<file path="config.mk">
export PLATFORM = sky130hd
export DESIGN_NAME = rvm_irq_ctrl_flat
export DESIGN_NICKNAME = d
export VERILOG_FILES = /design/src/rtl/rvm_irq_ctrl_pkg.sv /design/src/rtl/rvm_irq_ctrl_if.sv /design/src/rtl/rvm_irq_ctrl_timer.sv /design/src/rtl/rvm_irq_ctrl.sv /design/src/flat_wrapper.sv
export SDC_FILE = /design/constraint.sdc
export NUM_CORES = 1
export LEC_CHECK = 0
export CAP_MARGIN = 20
export CORE_MARGIN = 5
export CORE_UTILIZATION = 35
export CTS_CLUSTER_DIAMETER = 30
export CTS_CLUSTER_SIZE = 8
export DETAILED_ROUTE_END_ITERATION = 10
export HOLD_SLACK_MARGIN = 0.03
export PLACE_DENSITY = 0.59
export SYNTH_ARGS = -nofsm -noshare
export SYNTH_HDL_FRONTEND = slang
export SYNTH_SLANG_ARGS = --single-unit
</file>
<file path="constraint.sdc">
create_clock -name clk -period 6.2 [get_ports clk]
set_clock_uncertainty 0.1 [all_clocks]
set_input_delay 1.24 -clock clk [delete_from_list [all_inputs] [get_ports clk]]
set_output_delay 1.24 -clock clk [all_outputs]
set_load 0.01 [all_outputs]
</file>
<file path="src/rtl/rvm_irq_ctrl_pkg.sv">
// Shared constants for the machine-mode interrupt/timer controller:
// register word indexes, cause codes and handshake FSM states.
package rvm_irq_ctrl_pkg;

    localparam logic [3:0] REG_PENDING     = 4'd0;
    localparam logic [3:0] REG_ENABLE      = 4'd1;
    localparam logic [3:0] REG_CLAIM       = 4'd2;
    localparam logic [3:0] REG_PRESCALE    = 4'd3;
    localparam logic [3:0] REG_MTIME_LO    = 4'd4;
    localparam logic [3:0] REG_MTIME_HI    = 4'd5;
    localparam logic [3:0] REG_MTIMECMP_LO = 4'd6;
    localparam logic [3:0] REG_MTIMECMP_HI = 4'd7;
    localparam logic [3:0] REG_CTRL        = 4'd8;

    localparam logic [4:0] CAUSE_NONE  = 5'd0;
    localparam logic [4:0] CAUSE_TIMER = 5'd31;

    typedef enum logic [1:0] {
        ST_IDLE    = 2'd0,
        ST_REQ     = 2'd1,
        ST_SERVICE = 2'd2
    } irq_state_e;

    function automatic logic [4:0] chan_cause(input int idx);
        return 5'(idx + 1);
    endfunction

endpackage

</file>
<file path="src/rtl/rvm_irq_ctrl_if.sv">
// Register port and trap-sequencer handshake between the CSR/core side
// (master) and the interrupt controller (slave).
interface rvm_irq_ctrl_if;

    logic [3:0]  reg_addr;
    logic        reg_wen;
    logic [31:0] reg_wdata;
    logic [31:0] reg_rdata;
    logic        core_stall;
    logic        irq_req;
    logic [4:0]  irq_cause;
    logic        irq_ack;
    logic        irq_done;

    modport master (
        output reg_addr, reg_wen, reg_wdata, core_stall, irq_ack, irq_done,
        input  reg_rdata, irq_req, irq_cause
    );

    modport slave (
        input  reg_addr, reg_wen, reg_wdata, core_stall, irq_ack, irq_done,
        output reg_rdata, irq_req, irq_cause
    );

endinterface

</file>
<file path="src/rtl/rvm_irq_ctrl_timer.sv">
// Prescaled mtime counter with mtimecmp and a registered mtip compare.
module rvm_irq_timer #(
    parameter int TIMER_W    = 64,
    parameter int PRESCALE_W = 8
) (
    input  logic                  clk,
    input  logic                  rst,
    input  logic                  te_i,
    input  logic [PRESCALE_W-1:0] prescale_i,
    input  logic                  wr_mtime_lo_i,
    input  logic                  wr_mtime_hi_i,
    input  logic                  wr_cmp_lo_i,
    input  logic                  wr_cmp_hi_i,
    input  logic [31:0]           wdata_i,
    output logic [TIMER_W-1:0]    mtime_o,
    output logic [TIMER_W-1:0]    mtimecmp_o,
    output logic                  mtip_o
);

    logic [PRESCALE_W-1:0] pcnt_q, pcnt_d;
    logic [TIMER_W-1:0]    mtime_q, mtime_d;
    logic [TIMER_W-1:0]    cmp_q, cmp_d;
    logic                  mtip_q;
    logic                  tick_s;

    // A counter left above a newly lowered PRESCALE also wraps instead of running to all ones.
    always_comb begin
        pcnt_d = pcnt_q;
        tick_s = 1'b0;
        if (te_i) begin
            if (pcnt_q >= prescale_i) begin
                pcnt_d = '0;
                tick_s = 1'b1;
            end else begin
                pcnt_d = pcnt_q + PRESCALE_W'(1'b1);
            end
        end else begin
            pcnt_d = pcnt_q;
        end

        if (wr_mtime_lo_i) begin
            mtime_d = {mtime_q[TIMER_W-1:32], wdata_i};
        end else if (wr_mtime_hi_i) begin
            mtime_d = {wdata_i[TIMER_W-33:0], mtime_q[31:0]};
        end else if (tick_s) begin
            mtime_d = mtime_q + TIMER_W'(1'b1);
        end else begin
            mtime_d = mtime_q;
        end

        if (wr_cmp_lo_i) begin
            cmp_d = {cmp_q[TIMER_W-1:32], wdata_i};
        end else if (wr_cmp_hi_i) begin
            cmp_d = {wdata_i[TIMER_W-33:0], cmp_q[31:0]};
        end else begin
            cmp_d = cmp_q;
        end
    end

    // Timer state and the pipelined compare.
    always_ff @(posedge clk or posedge rst) begin
        if (rst) begin
            pcnt_q  <= '0;
            mtime_q <= '0;
            cmp_q   <= '1;
            mtip_q  <= 1'b0;
        end else begin
            pcnt_q  <= pcnt_d;
            mtime_q <= mtime_d;
            cmp_q   <= cmp_d;
            mtip_q  <= (mtime_q >= cmp_q);
        end
    end

    assign mtime_o    = mtime_q;
    assign mtimecmp_o = cmp_q;
    assign mtip_o     = mtip_q;

endmodule

</file>
<file path="src/rtl/rvm_irq_ctrl.sv">
// Machine-mode interrupt controller: NUM_IRQ edge/level channels plus timer,
// fixed priority, and a req/ack/done handshake with the trap sequencer.
module rvm_irq_ctrl
    import rvm_irq_ctrl_pkg::*;
#(
    parameter int                 NUM_IRQ       = 8,
    parameter logic [NUM_IRQ-1:0] IRQ_EDGE_MASK = '0,
    parameter int                 TIMER_W       = 64,
    parameter int                 PRESCALE_W    = 8
) (
    input  logic               clk,
    input  logic               rst,
    input  logic [NUM_IRQ-1:0] irq_in_i,
    output logic               mtip_o,
    rvm_irq_ctrl_if.slave      bus
);

    irq_state_e            state_q, state_d;
    logic [4:0]            claim_q, claim_d;
    logic                  req_q, req_d;
    logic [NUM_IRQ-1:0]    irq_hist_q, pend_q, pend_d, en_q, en_d;
    logic [NUM_IRQ-1:0]    set_s, clr_s, ack_vec_s;
    logic [2:0]            ctrl_q, ctrl_d;
    logic [PRESCALE_W-1:0] presc_q, presc_d;
    logic [TIMER_W-1:0]    mtime_s, mtimecmp_s;
    logic                  mtip_s, ack_clr_s;
    logic [4:0]            cand_s;

    logic wr_pend_s, wr_en_s, wr_presc_s, wr_ctrl_s;
    assign wr_pend_s  = bus.reg_wen && (bus.reg_addr == REG_PENDING);
    assign wr_en_s    = bus.reg_wen && (bus.reg_addr == REG_ENABLE);
    assign wr_presc_s = bus.reg_wen && (bus.reg_addr == REG_PRESCALE);
    assign wr_ctrl_s  = bus.reg_wen && (bus.reg_addr == REG_CTRL);

    assign en_d    = wr_en_s    ? bus.reg_wdata[NUM_IRQ-1:0]    : en_q;
    assign presc_d = wr_presc_s ? bus.reg_wdata[PRESCALE_W-1:0] : presc_q;
    assign ctrl_d  = wr_ctrl_s  ? bus.reg_wdata[2:0]            : ctrl_q;

    rvm_irq_timer #(
        .TIMER_W    (TIMER_W),
        .PRESCALE_W (PRESCALE_W)
    ) u_timer (
        .clk           (clk),
        .rst           (rst),
        .te_i          (ctrl_q[1]),
        .prescale_i    (presc_q),
        .wr_mtime_lo_i (bus.reg_wen && (bus.reg_addr == REG_MTIME_LO)),
        .wr_mtime_hi_i (bus.reg_wen && (bus.reg_addr == REG_MTIME_HI)),
        .wr_cmp_lo_i   (bus.reg_wen && (bus.reg_addr == REG_MTIMECMP_LO)),
        .wr_cmp_hi_i   (bus.reg_wen && (bus.reg_addr == REG_MTIMECMP_HI)),
        .wdata_i       (bus.reg_wdata),
        .mtime_o       (mtime_s),
        .mtimecmp_o    (mtimecmp_s),
        .mtip_o        (mtip_s)
    );

    // Acceptance of the request clears only the claimed edge channel.
    assign ack_clr_s = (state_q == ST_REQ) && bus.irq_ack;
    always_comb begin
        ack_vec_s = '0;
        for (int i = 0; i < NUM_IRQ; i++) begin
            ack_vec_s[i] = ack_clr_s && (claim_q == chan_cause(i));
        end
    end

    // Edge channels: a new rising edge beats a same-cycle W1C or ack clear.
    assign set_s  = irq_in_i & ~irq_hist_q;
    assign clr_s  = (wr_pend_s ? bus.reg_wdata[NUM_IRQ-1:0] : '0) | ack_vec_s;
    assign pend_d = (~IRQ_EDGE_MASK & irq_in_i)
                  | (IRQ_EDGE_MASK & (set_s | (pend_q & ~clr_s)));

    // Fixed priority: timer first, then the lowest-numbered enabled channel.
    always_comb begin
        cand_s = CAUSE_NONE;
        for (int i = NUM_IRQ - 1; i >= 0; i--) begin
            cand_s = (pend_q[i] && en_q[i]) ? chan_cause(i) : cand_s;
        end
        cand_s = (mtip_s && ctrl_q[2]) ? CAUSE_TIMER : cand_s;
    end

    // Handshake FSM; the cause is latched once and held through REQ and SERVICE.
    always_comb begin
        state_d = state_q;
        claim_d = claim_q;
        req_d   = 1'b0;
        case (state_q)
            ST_IDLE: begin
                if (ctrl_q[0] && (cand_s != CAUSE_NONE) && !bus.core_stall) begin
                    state_d = ST_REQ;
                    claim_d = cand_s;
                    req_d   = 1'b1;
                end else begin
                    state_d = ST_IDLE;
                end
            end
            ST_REQ: begin
                if (bus.irq_ack) begin
                    state_d = ST_SERVICE;
                end else begin
                    state_d = ST_REQ;
                    req_d   = 1'b1;
                end
            end
            ST_SERVICE: begin
                if (bus.irq_done) begin
                    state_d = ST_IDLE;
                end else begin
                    state_d = ST_SERVICE;
                end
            end
            default: begin
                state_d = ST_IDLE;
            end
        endcase
    end

    // Controller state registers.
    always_ff @(posedge clk or posedge rst) begin
        if (rst) begin
            state_q    <= ST_IDLE;
            claim_q    <= CAUSE_NONE;
            req_q      <= 1'b0;
            irq_hist_q <= '0;
            pend_q     <= '0;
            en_q       <= '0;
            ctrl_q     <= 3'd0;
            presc_q    <= '0;
        end else begin
            state_q    <= state_d;
            claim_q    <= claim_d;
            req_q      <= req_d;
            irq_hist_q <= irq_in_i;
            pend_q     <= pend_d;
            en_q       <= en_d;
            ctrl_q     <= ctrl_d;
            presc_q    <= presc_d;
        end
    end

    // Register read mux, zero-extended.
    always_comb begin
        case (bus.reg_addr)
            REG_PENDING:     bus.reg_rdata = 32'(pend_q);
            REG_ENABLE:      bus.reg_rdata = 32'(en_q);
            REG_CLAIM:       bus.reg_rdata = 32'(claim_q);
            REG_PRESCALE:    bus.reg_rdata = 32'(presc_q);
            REG_MTIME_LO:    bus.reg_rdata = mtime_s[31:0];
            REG_MTIME_HI:    bus.reg_rdata = 32'(mtime_s[TIMER_W-1:32]);
            REG_MTIMECMP_LO: bus.reg_rdata = mtimecmp_s[31:0];
            REG_MTIMECMP_HI: bus.reg_rdata = 32'(mtimecmp_s[TIMER_W-1:32]);
            REG_CTRL:        bus.reg_rdata = 32'(ctrl_q);
            default:         bus.reg_rdata = 32'd0;
        endcase
    end

    assign bus.irq_req   = req_q;
    assign bus.irq_cause = claim_q;
    assign mtip_o        = mtip_s;

endmodule
</file>
<file path="src/flat_wrapper.sv">
// flat-port wrapper written by rule: the top's interface ports become plain ports
module rvm_irq_ctrl_flat import rvm_irq_ctrl_pkg::*;
#(
    parameter int                 NUM_IRQ       = 8,
    parameter logic [NUM_IRQ-1:0] IRQ_EDGE_MASK = '0,
    parameter int                 TIMER_W       = 64,
    parameter int                 PRESCALE_W    = 8
)
  (clk, rst, irq_in_i, mtip_o, bus_reg_addr, bus_reg_wen, bus_reg_wdata, bus_core_stall, bus_irq_ack, bus_irq_done, bus_reg_rdata, bus_irq_req, bus_irq_cause);
  rvm_irq_ctrl_if bus_i ();
  input  logic clk;
  input  logic rst;
  input  logic [NUM_IRQ-1:0] irq_in_i;
  output logic mtip_o;
  input wire logic [$bits(bus_i.reg_addr)-1:0] bus_reg_addr;
  input wire logic [$bits(bus_i.reg_wen)-1:0] bus_reg_wen;
  input wire logic [$bits(bus_i.reg_wdata)-1:0] bus_reg_wdata;
  input wire logic [$bits(bus_i.core_stall)-1:0] bus_core_stall;
  input wire logic [$bits(bus_i.irq_ack)-1:0] bus_irq_ack;
  input wire logic [$bits(bus_i.irq_done)-1:0] bus_irq_done;
  output wire logic [$bits(bus_i.reg_rdata)-1:0] bus_reg_rdata;
  output wire logic [$bits(bus_i.irq_req)-1:0] bus_irq_req;
  output wire logic [$bits(bus_i.irq_cause)-1:0] bus_irq_cause;
  assign bus_i.reg_addr = bus_reg_addr;
  assign bus_i.reg_wen = bus_reg_wen;
  assign bus_i.reg_wdata = bus_reg_wdata;
  assign bus_i.core_stall = bus_core_stall;
  assign bus_i.irq_ack = bus_irq_ack;
  assign bus_i.irq_done = bus_irq_done;
  assign bus_reg_rdata = bus_i.reg_rdata;
  assign bus_irq_req = bus_i.irq_req;
  assign bus_irq_cause = bus_i.irq_cause;
  rvm_irq_ctrl #(.NUM_IRQ(NUM_IRQ), .IRQ_EDGE_MASK(IRQ_EDGE_MASK), .TIMER_W(TIMER_W), .PRESCALE_W(PRESCALE_W)) u_core (.clk(clk), .rst(rst), .irq_in_i(irq_in_i), .mtip_o(mtip_o), .bus(bus_i));
endmodule
</file>
# After elaboration in Yosys (flattened, before gate mapping)

Index checks and enable logic that the tools add are counted.

Output and inout bits: 39
Word-level logic and storage cells: 82
Input bits: 50
Flip-flop bits (word level): 172

Magnitude comparators: 2
Reduce and logical (&&, ||, !) cells: 28
$add $sub $neg: 2
Eq/ne operators: 11
Bitwise gates (word level): 2
Muxes and demuxes: 24

Operators with widths:

| kind                                          | number |
|---|---|
| case mux 32 bit (9 select lines)              | 1 |
| 2-to-1 mux 64 bit                             | 2 |
| adder 64 x 1 -> 64 bit, second input constant | 1 |
| >= comparator 64 bit                          | 1 |
| 2-to-1 mux 32 bit                             | 2 |
| 2-to-1 mux 5 bit                              | 8 |
| logical AND 1 bit                             | 18 |
| == test 4 x 3 -> 1 bit, second input constant | 4 |
| adder 8 x 1 -> 8 bit, second input constant   | 1 |
| == test 4 x 2 -> 1 bit, second input constant | 2 |
| >= comparator 8 bit                           | 1 |
| 2-to-1 mux 8 bit                              | 1 |
| AND reduction 2 bit                           | 4 |
| case mux 2 bit (3 select lines)               | 1 |
| 2-to-1 mux 1 bit                              | 5 |
| nonzero test 5 bit                            | 1 |
| == test 4 x 1 -> 1 bit, second input constant | 1 |
| == test 4 bit, second input constant          | 1 |
| zero test 4 bit                               | 1 |
| 2-to-1 mux 2 bit                              | 2 |
| 2-to-1 mux 4 bit                              | 1 |
| nonzero test 2 bit                            | 2 |
| == test 2 x 1 -> 1 bit, second input constant | 1 |
| == test 2 bit, second input constant          | 1 |
| 5 further kinds                               | 6 |

# Depth between registers and ports, before layout

Gate-level depths: netlist of run 1.

Word-level depth: 15
Mapped depth: 10
Depth with buffers taken out: 9

# Hierarchy

Synthesis of run 1 repeated with hierarchy kept, for this count alone.

Cell total of the unflattened synthesis: 1252
Area total of the unflattened synthesis: 11084.4 um^2

Modules (own cells, without submodules):

| module        | sequential area each (um^2) | area each (um^2) | cells each | times used |
|---|---|---|---|---|
| rvm_irq_timer | 3508.4                      | 8593.2           | 980        | 1 |
| rvm_irq_ctrl  | 875.8                       | 2491.1           | 272        | 1 |

# Worst setup path after synthesis of run 1

No wires, ideal clock.

Path kind: input -> output
Start point: input bus_reg_addr[1]
End point: output bus_reg_rdata[20]
Path slack: 2048 ps
Data required time: 4860 ps
Arrival: 2812 ps
Stages on the path: 7
Cell sequence: clkbuf_1 -> buf_1 -> clkbuf_1 -> mux2i_1 -> nor2_1 -> a21oi_1 -> o21ai_0

Longest elaborated chain between the ends: 2
Elaborated cells on any way between the ends: 10

RTL lines:

| what                                        | line                | text |
|---|---|---|
| start, declared                             | flat_wrapper.sv:15  | `input wire logic [$bits(bus_i.reg_addr)-1:0] bus_reg_addr;` |
| == test 4 bit, or another cell as far along | rvm_irq_ctrl.sv:142 | `case (bus.reg_addr)` |
| case mux 32 bit (9 select lines) (*)        | rvm_irq_ctrl.sv:142 |  |
| end, declared                               | flat_wrapper.sv:21  | `output wire logic [$bits(bus_i.reg_rdata)-1:0] bus_reg_rdata;` |

Mark *: on every way between the ends. The rest lies on a longest branch, timed or not.

# Worst setup path in the final report of run 1

Start point: input bus_reg_addr[2]
End point: output bus_reg_rdata[1]

The elaborated chain is that of the path after synthesis.

==> results.py, run 1 <==
metrics = {
    "setup_path": {
        "crit_path_max_fanout": 13,
        "timing.reg2reg.setup_slack_ns": 2.87,
        "startpoint_type": "input pin",
        "crit_arrival_ns": 3.85,
        "criticalPathCategory": "in -> out",
        "worstSetupEndpointType": "output pin",
        "required_ns": 4.86,
    },
    "synthesis": {
        "synthDominantAreaCellType": "sky130_fd_sc_hd__dfrtp_1",
        "yosys-top-cells-area": "sky130_fd_sc_hd__dfrtp_1 24%, sky130_fd_sc_hd__dfstp_2 15%, sky130_fd_sc_hd__mux2_2 8.8%",
        "synth-async-reset-ratio_pct": 100,
        "synth_largest_type_area_fraction_pct": 24.3,
        "synthesis.yosys.warnings": 0,
        "synth_cell_type_count": 61,
        "synth.cell_area_um2": 11100,
        "yosysSeqAreaShare_pct": 39.3,
        "avgSynthCellArea_um2": 9.18,
        "post_synth_edffs": 0,
        "synth.net_count": 1338,
        "flops_latches_synth": 172,
        "most_used_flip_flop_cell_after_synthesis": "sky130_fd_sc_hd__dfrtp_1",
        "number_of_cells_produced_by_synthesis": 1214,
    },
    "hold_path": {
        "hold_path_class": "reg -> reg",
    },
    "sta": {
        "slew_headroom_pct": 40.1,
        "timing.final.crit_share_pct": 83.7,
        "sum_neg_setup_slack_ns": 0,
        "timing_max_transition_violations_final": 0,
        "timing_worst_slew_pin_value_ns": 0.897,
        "report.final.setup_viol": 0,
        "final_hold_viol_count": 0,
        "unrepaired_setup_endpoints_after_global_routing": "false",
        "layout_min_cycle_time_ns": 5.19,
        "max_clock_freq_mhz": 193,
        "setup_ws_ns": 1.01,
    },
    "finish": {
        "fin_util_pct": 41.5,
        "finalNonFillerCells": 1700,
        "final.fill_count": 3042,
        "finish.net_count": 1409,
        "area_growth_syn_to_layout_pct": 17.3,
        "antenna_cells": 0,
        "layout-drive-gt1-share_pct": 16.6,
    },
    "cts": {
        "clk-insertion-delay-late_ns": 0.45,
        "cts_clock_pin_slew_for_the_worst_setup_and_hold_paths_ns": 0.08,
        "cts_setup_buffers": 0,
        "cts_root_buf": "sky130_fd_sc_hd__clkbuf_16",
        "max-clock-path-buffers": 2,
        "cts-resized-gates": 0,
        "tritoncts": "done",
        "tritoncts.num_buffers": 17,
        "htreeDepth": 4,
        "clkSinkCount": 172,
        "post_cts_hold_buffer_count": 0,
    },
    "run_status": {
        "outcome": "finished, final reports clean",
    },
    "routing": {
        "via_per_inst": 5.75,
        "detail_route.wl_per_cell_um": 21.1,
        "routed-via-count": 9782,
        "wirelength_met1_mm": 16.4,
        "topRoutingLayerUsed": "met4",
        "drt-total-wl_mm": 35.9,
        "route.detailed.drc": 0,
        "drt_first_iter_violations": 930,
        "dr_wl_met3_mm": 1.83,
        "ant_nets": 0,
        "drt_first_pass_iters": 8,
        "wl_met2_mm": 16.7,
    },
    "global_route": {
        "first_global_vias": 9977,
        "global_route.overflow_total": 0,
        "wire_length_of_the_first_global_routing_pass_mm": 57.2,
        "grt.total_usage_pct": 20.3,
        "grt_start_max_net_pins": 89,
        "grt_antenna_before_repair": 0,
    },
    "placed_design": {
        "preCtsSetupSlack_ns": 1.05,
        "numPlacedInstances": 1667,
        "buffer_ports.inserted": 88,
        "dp_hpwl_mm": 26.5,
        "gp_congestion": 0.953,
    },
    "power_and_ir_drop": {
        "power_total_mw": 4.27,
        "internal_power_mw": 2.67,
        "power_frac_comb_pct": 30.4,
        "share_seq_of_total_power_pct": 43.6,
        "clock_power_share_pct": 26.0,
        "vdd.ir_drop.worst_mv": 0.156,
        "cellPowerDensity_nw_per_um2": 326,
        "pleak_nw": 5.39,
        "power_switching_mw": 1.59,
        "switching_share_pct": 37.3,
    },
    "run": {
        "max_cap_viol_count": 0,
    },
    "floorplanning": {
        "initial_standard_cell_utilization_of_the_core_pct": 35.4,
        "fp.dieW_um": 188,
        "design.die.area_um2": 35500,
        "io_pins": 89,
        "chipHeight_um": 188,
        "std_cell_rows": 65,
        "coreArea_um2": 31500,
    },
}
==> final cells by class <==
type                    instances  area (um^2)  area share, %
flip-flops and latches        172         4380           33.5
inverters                      84          320           2.45
repair buffers                107         1030           7.91
clock inverters                15          164           1.25
multi-input cells             903         6240           47.8
well taps                     402          503           3.85
clock buffers                  17          425           3.25
==> flip-flops by register name (all words and copies together) (netlist names) <==
register,cells
u_core.bus.irq_cause,5
u_core.bus.irq_req,1
u_core.ctrl_q,3
u_core.en_q,8
u_core.pend_q,8
u_core.presc_q,8
u_core.state_q,2
u_core.u_timer.mtime_o,64
u_core.u_timer.mtimecmp_o,64
u_core.u_timer.mtip_o,1
u_core.u_timer.pcnt_q,8
==> layout by cell type (no fill, tap or decap), drive strengths merged, types with 8 or more instances in the layout <==
cell type and instances:
ha 74, nor2b 10, dfstp 64, nor4 18
dfrtp 108, clkbuf 17, mux2i 30, inv 96
xnor2 15, a31oi 9, nand2 108, a22oi 13
o21ai 79, mux2 87, nor2 97, nand4 33
a21o 9, nand3 54, and3 15, a211oi 15
xor2 23, o211ai 8, o22ai 12, and4 10
nor3 26, nand2b 12, buf 21, clkdlybuf4s50 86
a21oi 73, and2 10
==> stage by stage <==
stage / hold slack (ns) / area [um^2]
detailed placement: 0.389 / 12500
finish: 0.400 / 13100
CTS: 0.400 / 13000
floorplan: 0.362 / 11100
global placement: 0.384 / 12500
global route: 0.417 / 13100
==> worst max-delay path, stage by stage <==
cell                              delay, ns
sky130_fd_sc_hd__clkdlybuf4s50_1       0.78
sky130_fd_sc_hd__nand2b_1              0.26
sky130_fd_sc_hd__nor3_1                0.61
sky130_fd_sc_hd__a222oi_1              0.28
sky130_fd_sc_hd__nand3_1               0.13
sky130_fd_sc_hd__clkdlybuf4s50_1       0.54
==> synth_stat cells (all sizes together) (4+ instances only) <==
cell and number:
a211o 4, a211oi 15, a21o 9, a21oi 73
a221o 4, a221oi 4, a222oi 4, a22o 4
a22oi 13, a31oi 9, a32oi 4, and2 10
and3 15, and4 10, buf 12, clkbuf 43
dfrtp 108, dfstp 64, ha 74, inv 84
mux2 87, mux2i 30, nand2 108, nand2b 12
nand3 54, nand4 33, nor2 97, nor2b 10
nor3 26, nor4 18, o211ai 8, o21ai 79
o22ai 12, or3 4, or4 4, xnor2 15
xor2 23
==> logic make-up after synthesis <==
group | Yosys count | synth area share (%)
adders and majority gates | 74 | 8.31
AOI/OAI and AO/OA | 263 | 14.6
DFF | 172 | 39.3
buffers and inverters | 139 | 4.69
muxes | 117 | 11.5
xor gates and xnor gates | 38 | 2.99
and+or+nand+nor | 411 | 18.5
==> power groups by stage <==
stage	Sequential (mW)	Combinational (mW)	Clock (mW)
after floorplan	1.70	0.916	0
after global placement	1.86	1.25	0
after detailed placement	1.87	1.29	0
after CTS	1.85	1.30	1.12
after global routing	1.90	1.48	1.16
final	1.86	1.30	1.11
==> worst paths after layout <==
check / startpoint / depth (start not counted) / end
hold / removal: u_core.u_timer.mtimecmp_o[45]$_DFFE_PP1P_ / 2 / u_core.u_timer.mtimecmp_o[45]$_DFFE_PP1P_
hold reg to reg: u_core.u_timer.mtimecmp_o[45]$_DFFE_PP1P_ / 2 / u_core.u_timer.mtimecmp_o[45]$_DFFE_PP1P_
min in group asynchronous: rst / 2 / u_core.en_q[7]$_DFFE_PP0P_
setup reg to reg: u_core.u_timer.mtimecmp_o[47]$_DFFE_PP1P_ / 9 / u_core.u_timer.mtip_o$_DFF_PP0_
max in group asynchronous: rst / 3 / u_core.u_timer.mtime_o[1]$_DFFE_PP0P_
setup / recovery: bus_reg_addr[2] / 6 / bus_reg_rdata[1]
==> routing by layer <==
metal	vias up	global-route usage [%]
li1	4548	-
met1	4836	28.0
met2	320	32.6
met3	78	3.24
met4	0	7.26
met5	-	0
Power figures use the tool's default switching activity.
==> run 2: changes to the inputs <==
- clock period: 6.2 -> 4.5 ns (I/O delays scaled with it)
==> results.py, run 2 (synthesis gave the netlist of run 1 again) <==
metrics = {
    "placed_design": {
        "numPlacedInstances": 1682,
        "gp_congestion": 0.918,
        "dp_hpwl_mm": 26.8,
        "placed_cell_area_um2": 12600,
        "buffer_ports.inserted": 88,
        "preCtsSetupSlack_ns": 0.426,
    },
    "routing": {
        "ant_nets": 0,
        "drt_first_pass_iters": 8,
        "drt-total-wl_mm": 35.9,
        "via_per_inst": 5.67,
        "drt_first_iter_violations": 832,
        "routed-via-count": 9719,
        "route.detailed.drc": 0,
        "detail_route.wl_per_cell_um": 21.0,
    },
    "floorplanning": {
        "design.die.area_um2": 35500,
        "std_cell_rows": 65,
        "io_pins": 89,
        "chipHeight_um": 188,
        "initial_standard_cell_utilization_of_the_core_pct": 35.4,
        "coreArea_um2": 31500,
        "fp.dieW_um": 188,
    },
    "global_route": {
        "first_global_vias": 9814,
        "grt_start_max_net_pins": 96,
        "wire_length_of_the_first_global_routing_pass_mm": 57.2,
        "global_route.overflow_total": 0,
        "grt_antenna_before_repair": 0,
        "grt.total_usage_pct": 20.3,
    },
    "power_and_ir_drop": {
        "vdd.ir_drop.worst_mv": 0.178,
        "pleak_nw": 5.46,
        "power_total_mw": 5.91,
        "cellPowerDensity_nw_per_um2": 447,
    },
    "cts": {
        "max-clock-path-buffers": 2,
        "tritoncts.num_buffers": 17,
        "cts_clock_pin_slew_for_the_worst_setup_and_hold_paths_ns": 0.09,
        "clk-insertion-delay-late_ns": 0.46,
        "htreeDepth": 4,
        "tritoncts": "done",
        "cts_setup_buffers": 0,
        "cts-resized-gates": 0,
        "cts_root_buf": "sky130_fd_sc_hd__clkbuf_16",
        "post_cts_hold_buffer_count": 0,
        "clkSinkCount": 172,
    },
    "sta": {
        "final_hold_viol_count": 0,
        "timing_worst_slew_pin_value_ns": 0.873,
        "timing.final.crit_share_pct": 90.7,
        "layout_min_cycle_time_ns": 4.08,
        "timing_max_transition_violations_final": 0,
        "sum_neg_setup_slack_ns": 0,
        "slew_headroom_pct": 41.8,
        "max_clock_freq_mhz": 245,
        "setup_ws_ns": 0.419,
        "unrepaired_setup_endpoints_after_global_routing": "false",
        "report.final.setup_viol": 0,
    },
    "finish": {
        "multiInputGateArea_um2": 6240,
        "layout-drive-gt1-share_pct": 17.5,
        "layout.cells.most_common": "sky130_fd_sc_hd__dfrtp_1",
        "finalNonFillerCells": 1714,
        "fin_area_um2": 13200,
        "final-seq-area_um2": 4380,
        "mostFrequentLayoutCells": "108 x sky130_fd_sc_hd__dfrtp_1, 107 x sky130_fd_sc_hd__nand2_1, 97 x sky130_fd_sc_hd__nor2_1, 87 x sky130_fd_sc_hd__mux2_2, 86 x sky130_fd_sc_hd__clkdlybuf4s50_1",
        "finish.net_count": 1423,
        "area_growth_syn_to_layout_pct": 18.5,
        "final.fill_count": 3062,
        "antenna_cells": 0,
    },
    "setup_path": {
        "startpoint_type": "input pin",
        "crit_path_cell_trace": "clkdlybuf4s50_1 -> nand2b_1 -> nor3b_2 -> buf_4 -> nand2_1 -> o21ai_0 -> clkdlybuf4s50_1",
        "crit_arrival_ns": 3.08,
        "crit_path_max_fanout": 26,
        "critPathMaxStageDelay_ns": 0.57,
        "required_ns": 3.50,
        "worstSetupEndpointType": "output pin",
        "cp_common_cell": "sky130_fd_sc_hd__clkdlybuf4s50_1",
        "slowest_stage": "sky130_fd_sc_hd__clkdlybuf4s50_1",
        "criticalPathCategory": "in -> out",
    },
    "hold_path": {
        "hold_path_class": "reg -> reg",
    },
    "run": {
        "max_cap_viol_count": 0,
    },
    "run_status": {
        "outcome": "finished, final reports clean",
    },
}
-- run 2: cell types whose count changed in the layout (fill, tap and decap cells not counted) --
cell and delta:
sky130_fd_sc_hd__buf_12 +1, sky130_fd_sc_hd__buf_16 -1, sky130_fd_sc_hd__buf_4 +14, sky130_fd_sc_hd__bufinv_16 -1, sky130_fd_sc_hd__clkinv_4 +1, sky130_fd_sc_hd__clkinv_8 +8
sky130_fd_sc_hd__inv_6 -6, sky130_fd_sc_hd__inv_8 -2
-- run 2: routing by layer --
layer / GRT usage (%) / vias up / share of wire, %
li1: - / 4585 / -
met1: 28.2 / 4768 / 46
met2: 33.1 / 324 / 47
met3: 3.54 / 42 / 6.1
met4: 5.16 / 0 / 1.6
met5: 0 / - / 0
-- run 2: path summary, 6_finish.rpt --
path | from | endpoint | slack, ns | depth (start not counted)
max | bus_reg_addr[3] | bus_reg_rdata[30] | 0.42 | 7
min | u_core.u_timer.mtimecmp_o[13]$_DFFE_PP1P_ | u_core.u_timer.mtimecmp_o[13]$_DFFE_PP1P_ | 0.41 | 2
max reg2reg | u_core.u_timer.pcnt_q[0]$_DFFE_PP0P_ | u_core.u_timer.mtime_o[34]$_DFFE_PP0P_ | 1.16 | 9
min reg2reg | u_core.u_timer.mtimecmp_o[13]$_DFFE_PP1P_ | u_core.u_timer.mtimecmp_o[13]$_DFFE_PP1P_ | 0.41 | 2
max in group asynchronous | rst | u_core.u_timer.mtimecmp_o[22]$_DFFE_PP1P_ | 2.48 | 3
min in group asynchronous | rst | u_core.u_timer.mtime_o[10]$_DFFE_PP0P_ | 0.83 | 2
-- run 2: layout make-up --
cell class	count	area share, %
inverters	84	2.42
multi-input cells	903	47.3
well taps	402	3.81
flip-flops and latches	172	33.2
clock inverters	15	1.51
repair buffers	121	8.57
clock buffers	17	3.22
-- run 2: where the power goes --
group | internal (mW) | switching, mW | total (mW) | leakage (nW)
logic | 0.878 | 0.929 | 1.81 | 3.20
registers | 2.02 | 0.535 | 2.55 | 1.97
clock network | 0.760 | 0.788 | 1.55 | 0.300
total | 3.66 | 2.25 | 5.91 | 5.46
-- run 2: through the flow --
stage | hold WS (ns) | util [%]
5_1_grt | 0.432 | 42.0
6_report | 0.411 | 42.0
4_1_cts | 0.405 | 42.0
3_3_place_gp | 0.381 | 40.0
3_5_place_dp | 0.392 | 40.0
2_1_floorplan | 0.362 | -
-- run 2: critical path: cells and delay by family --
kind                   cells  cell delay [ns]
and+or+nand+nor            3             0.69
AOI/OAI and AO/OA          1             0.10
buffers and inverters      3             1.37
==> run 3: changes to the inputs <==
- PLACE_DENSITY: 0.59 -> 0.58
- clock period: 4.5 -> 5.2 ns (I/O delays scaled with it)
==> results.py, run 3 (synthesis gave the netlist of run 1 again) <==
metrics = {
    "run_status": {
        "outcome": "finished, final reports clean",
    },
    "sta": {
        "timing_worst_slew_pin_value_ns": 0.894,
        "report.final.setup_viol": 0,
        "unrepaired_setup_endpoints_after_global_routing": "false",
        "timing_max_transition_violations_final": 0,
        "setup_ws_ns": 0.647,
        "timing.final.crit_share_pct": 87.6,
        "final_hold_viol_count": 0,
        "max_clock_freq_mhz": 220,
        "slew_headroom_pct": 40.3,
        "sum_neg_setup_slack_ns": 0,
        "layout_min_cycle_time_ns": 4.55,
        "hold_slack_final_ns": 0.393,
    },
    "routing": {
        "drt_first_pass_iters": 7,
        "drt-total-wl_mm": 35.6,
        "ant_nets": 0,
        "wl_met2_mm": 16.8,
        "wirelength_met1_mm": 16.6,
        "detail_route.wl_per_cell_um": 20.8,
        "dr_wl_met3_mm": 1.52,
        "drt_first_iter_violations": 743,
        "route.detailed.drc": 0,
        "topRoutingLayerUsed": "met4",
        "via_per_inst": 5.68,
        "routed-via-count": 9697,
    },
    "hold_path": {
        "hold_path_class": "reg -> reg",
    },
    "cts": {
        "clkSinkCount": 172,
        "cts_setup_buffers": 0,
        "cts-resized-gates": 0,
        "post_cts_hold_buffer_count": 0,
        "max-clock-path-buffers": 2,
        "cts_clock_pin_slew_for_the_worst_setup_and_hold_paths_ns": 0.08,
        "tritoncts": "done",
        "tritoncts.num_buffers": 17,
        "cts_root_buf": "sky130_fd_sc_hd__clkbuf_16",
        "clk-insertion-delay-late_ns": 0.45,
        "htreeDepth": 4,
    },
    "power_and_ir_drop": {
        "vdd.ir_drop.worst_mv": 0.204,
        "pleak_nw": 5.42,
        "cellPowerDensity_nw_per_um2": 382,
    },
    "setup_path": {
        "timing.reg2reg.setup_slack_ns": 1.94,
        "crit_arrival_ns": 3.41,
        "startpoint_type": "input pin",
        "required_ns": 4.06,
        "crit_path_max_fanout": 27,
        "criticalPathCategory": "in -> out",
        "worstSetupEndpointType": "output pin",
    },
    "global_route": {
        "grt.total_usage_pct": 20.3,
        "global_route.overflow_total": 0,
        "first_global_vias": 9782,
        "grt_start_max_net_pins": 49,
        "grt_antenna_before_repair": 0,
        "wire_length_of_the_first_global_routing_pass_mm": 57.0,
    },
    "floorplanning": {
        "io_pins": 89,
        "initial_standard_cell_utilization_of_the_core_pct": 35.4,
        "chipHeight_um": 188,
        "std_cell_rows": 65,
        "fp.dieW_um": 188,
        "coreArea_um2": 31500,
        "design.die.area_um2": 35500,
    },
    "run": {
        "max_cap_viol_count": 0,
    },
    "finish": {
        "finish.net_count": 1417,
        "layout.cells.most_common": "sky130_fd_sc_hd__dfrtp_1",
        "mostFrequentLayoutCells": "108 x sky130_fd_sc_hd__dfrtp_1, 107 x sky130_fd_sc_hd__nand2_1, 97 x sky130_fd_sc_hd__nor2_1, 87 x sky130_fd_sc_hd__mux2_2, 86 x sky130_fd_sc_hd__clkdlybuf4s50_1",
        "layout-drive-gt1-share_pct": 17.2,
        "finalNonFillerCells": 1708,
        "area_growth_syn_to_layout_pct": 17.8,
        "antenna_cells": 0,
    },
    "placed_design": {
        "gp_congestion": 0.920,
        "numPlacedInstances": 1676,
        "preCtsSetupSlack_ns": 0.650,
        "buffer_ports.inserted": 88,
        "dp_hpwl_mm": 26.7,
    },
}
-- run 3: cell type report --
cell class | instances | area (um^2)
Timing Repair Buffer | 115 | 1110
Tap cell | 402 | 503
Inverter | 84 | 319
Clock inverter | 14 | 126
Sequential cell | 172 | 4380
Clock buffer | 18 | 439
Multi-Input combinational cell | 903 | 6240
Fill cell | 3059 | 18300
-- run 3: metal layers --
layer | track usage (%) | vias to the layer above
met3 | 2.63 | 35
met5 | 0 | -
met4 | 5.21 | 0
met1 | 28.5 | 4863
met2 | 33.3 | 238
li1 | - | 4561
-- run 3: power breakdown --
group / internal [mW] / leakage, nW / switching [mW] / total, mW
registers: 1.75 / 1.97 / 0.454 / 2.20
clock network: 0.645 / 0.276 / 0.610 / 1.25
logic: 0.761 / 3.17 / 0.798 / 1.56
total: 3.15 / 5.42 / 1.86 / 5.01
-- run 3: through the flow --
stage	util, %	total power [mW]	instance area [um^2]
6_report	41.7	5.01	13100
5_1_grt	41.7	5.37	13100
4_1_cts	41.7	5.05	13100
3_5_place_dp	39.9	3.77	12600
3_3_place_gp	39.9	3.73	12600
2_1_floorplan	-	3.12	11100
-- run 3: worst paths after layout --
path | startpoint | to | cells past startpoint
max | bus_reg_addr[2] | bus_reg_rdata[17] | 9
min | u_core.u_timer.mtimecmp_o[13]$_DFFE_PP1P_ | u_core.u_timer.mtimecmp_o[13]$_DFFE_PP1P_ | 2
max reg2reg | u_core.u_timer.mtime_o[0]$_DFFE_PP0P_ | u_core.u_timer.mtip_o$_DFF_PP0_ | 9
min reg2reg | u_core.u_timer.mtimecmp_o[13]$_DFFE_PP1P_ | u_core.u_timer.mtimecmp_o[13]$_DFFE_PP1P_ | 2
max in group asynchronous | rst | u_core.u_timer.mtimecmp_o[24]$_DFFE_PP1P_ | 3
min in group asynchronous | rst | u_core.u_timer.mtime_o[6]$_DFFE_PP0P_ | 2
-- run 3: critical path, stage by stage --
cell and delay (ns):
sky130_fd_sc_hd__clkdlybuf4s50_1 0.46, sky130_fd_sc_hd__buf_4 0.17, sky130_fd_sc_hd__nand2b_1 0.15, sky130_fd_sc_hd__buf_4 0.29, sky130_fd_sc_hd__nor3b_2 0.22, sky130_fd_sc_hd__buf_4 0.32, sky130_fd_sc_hd__nand2_1 0.08, sky130_fd_sc_hd__o21ai_0 0.08
sky130_fd_sc_hd__clkdlybuf4s50_1 0.58
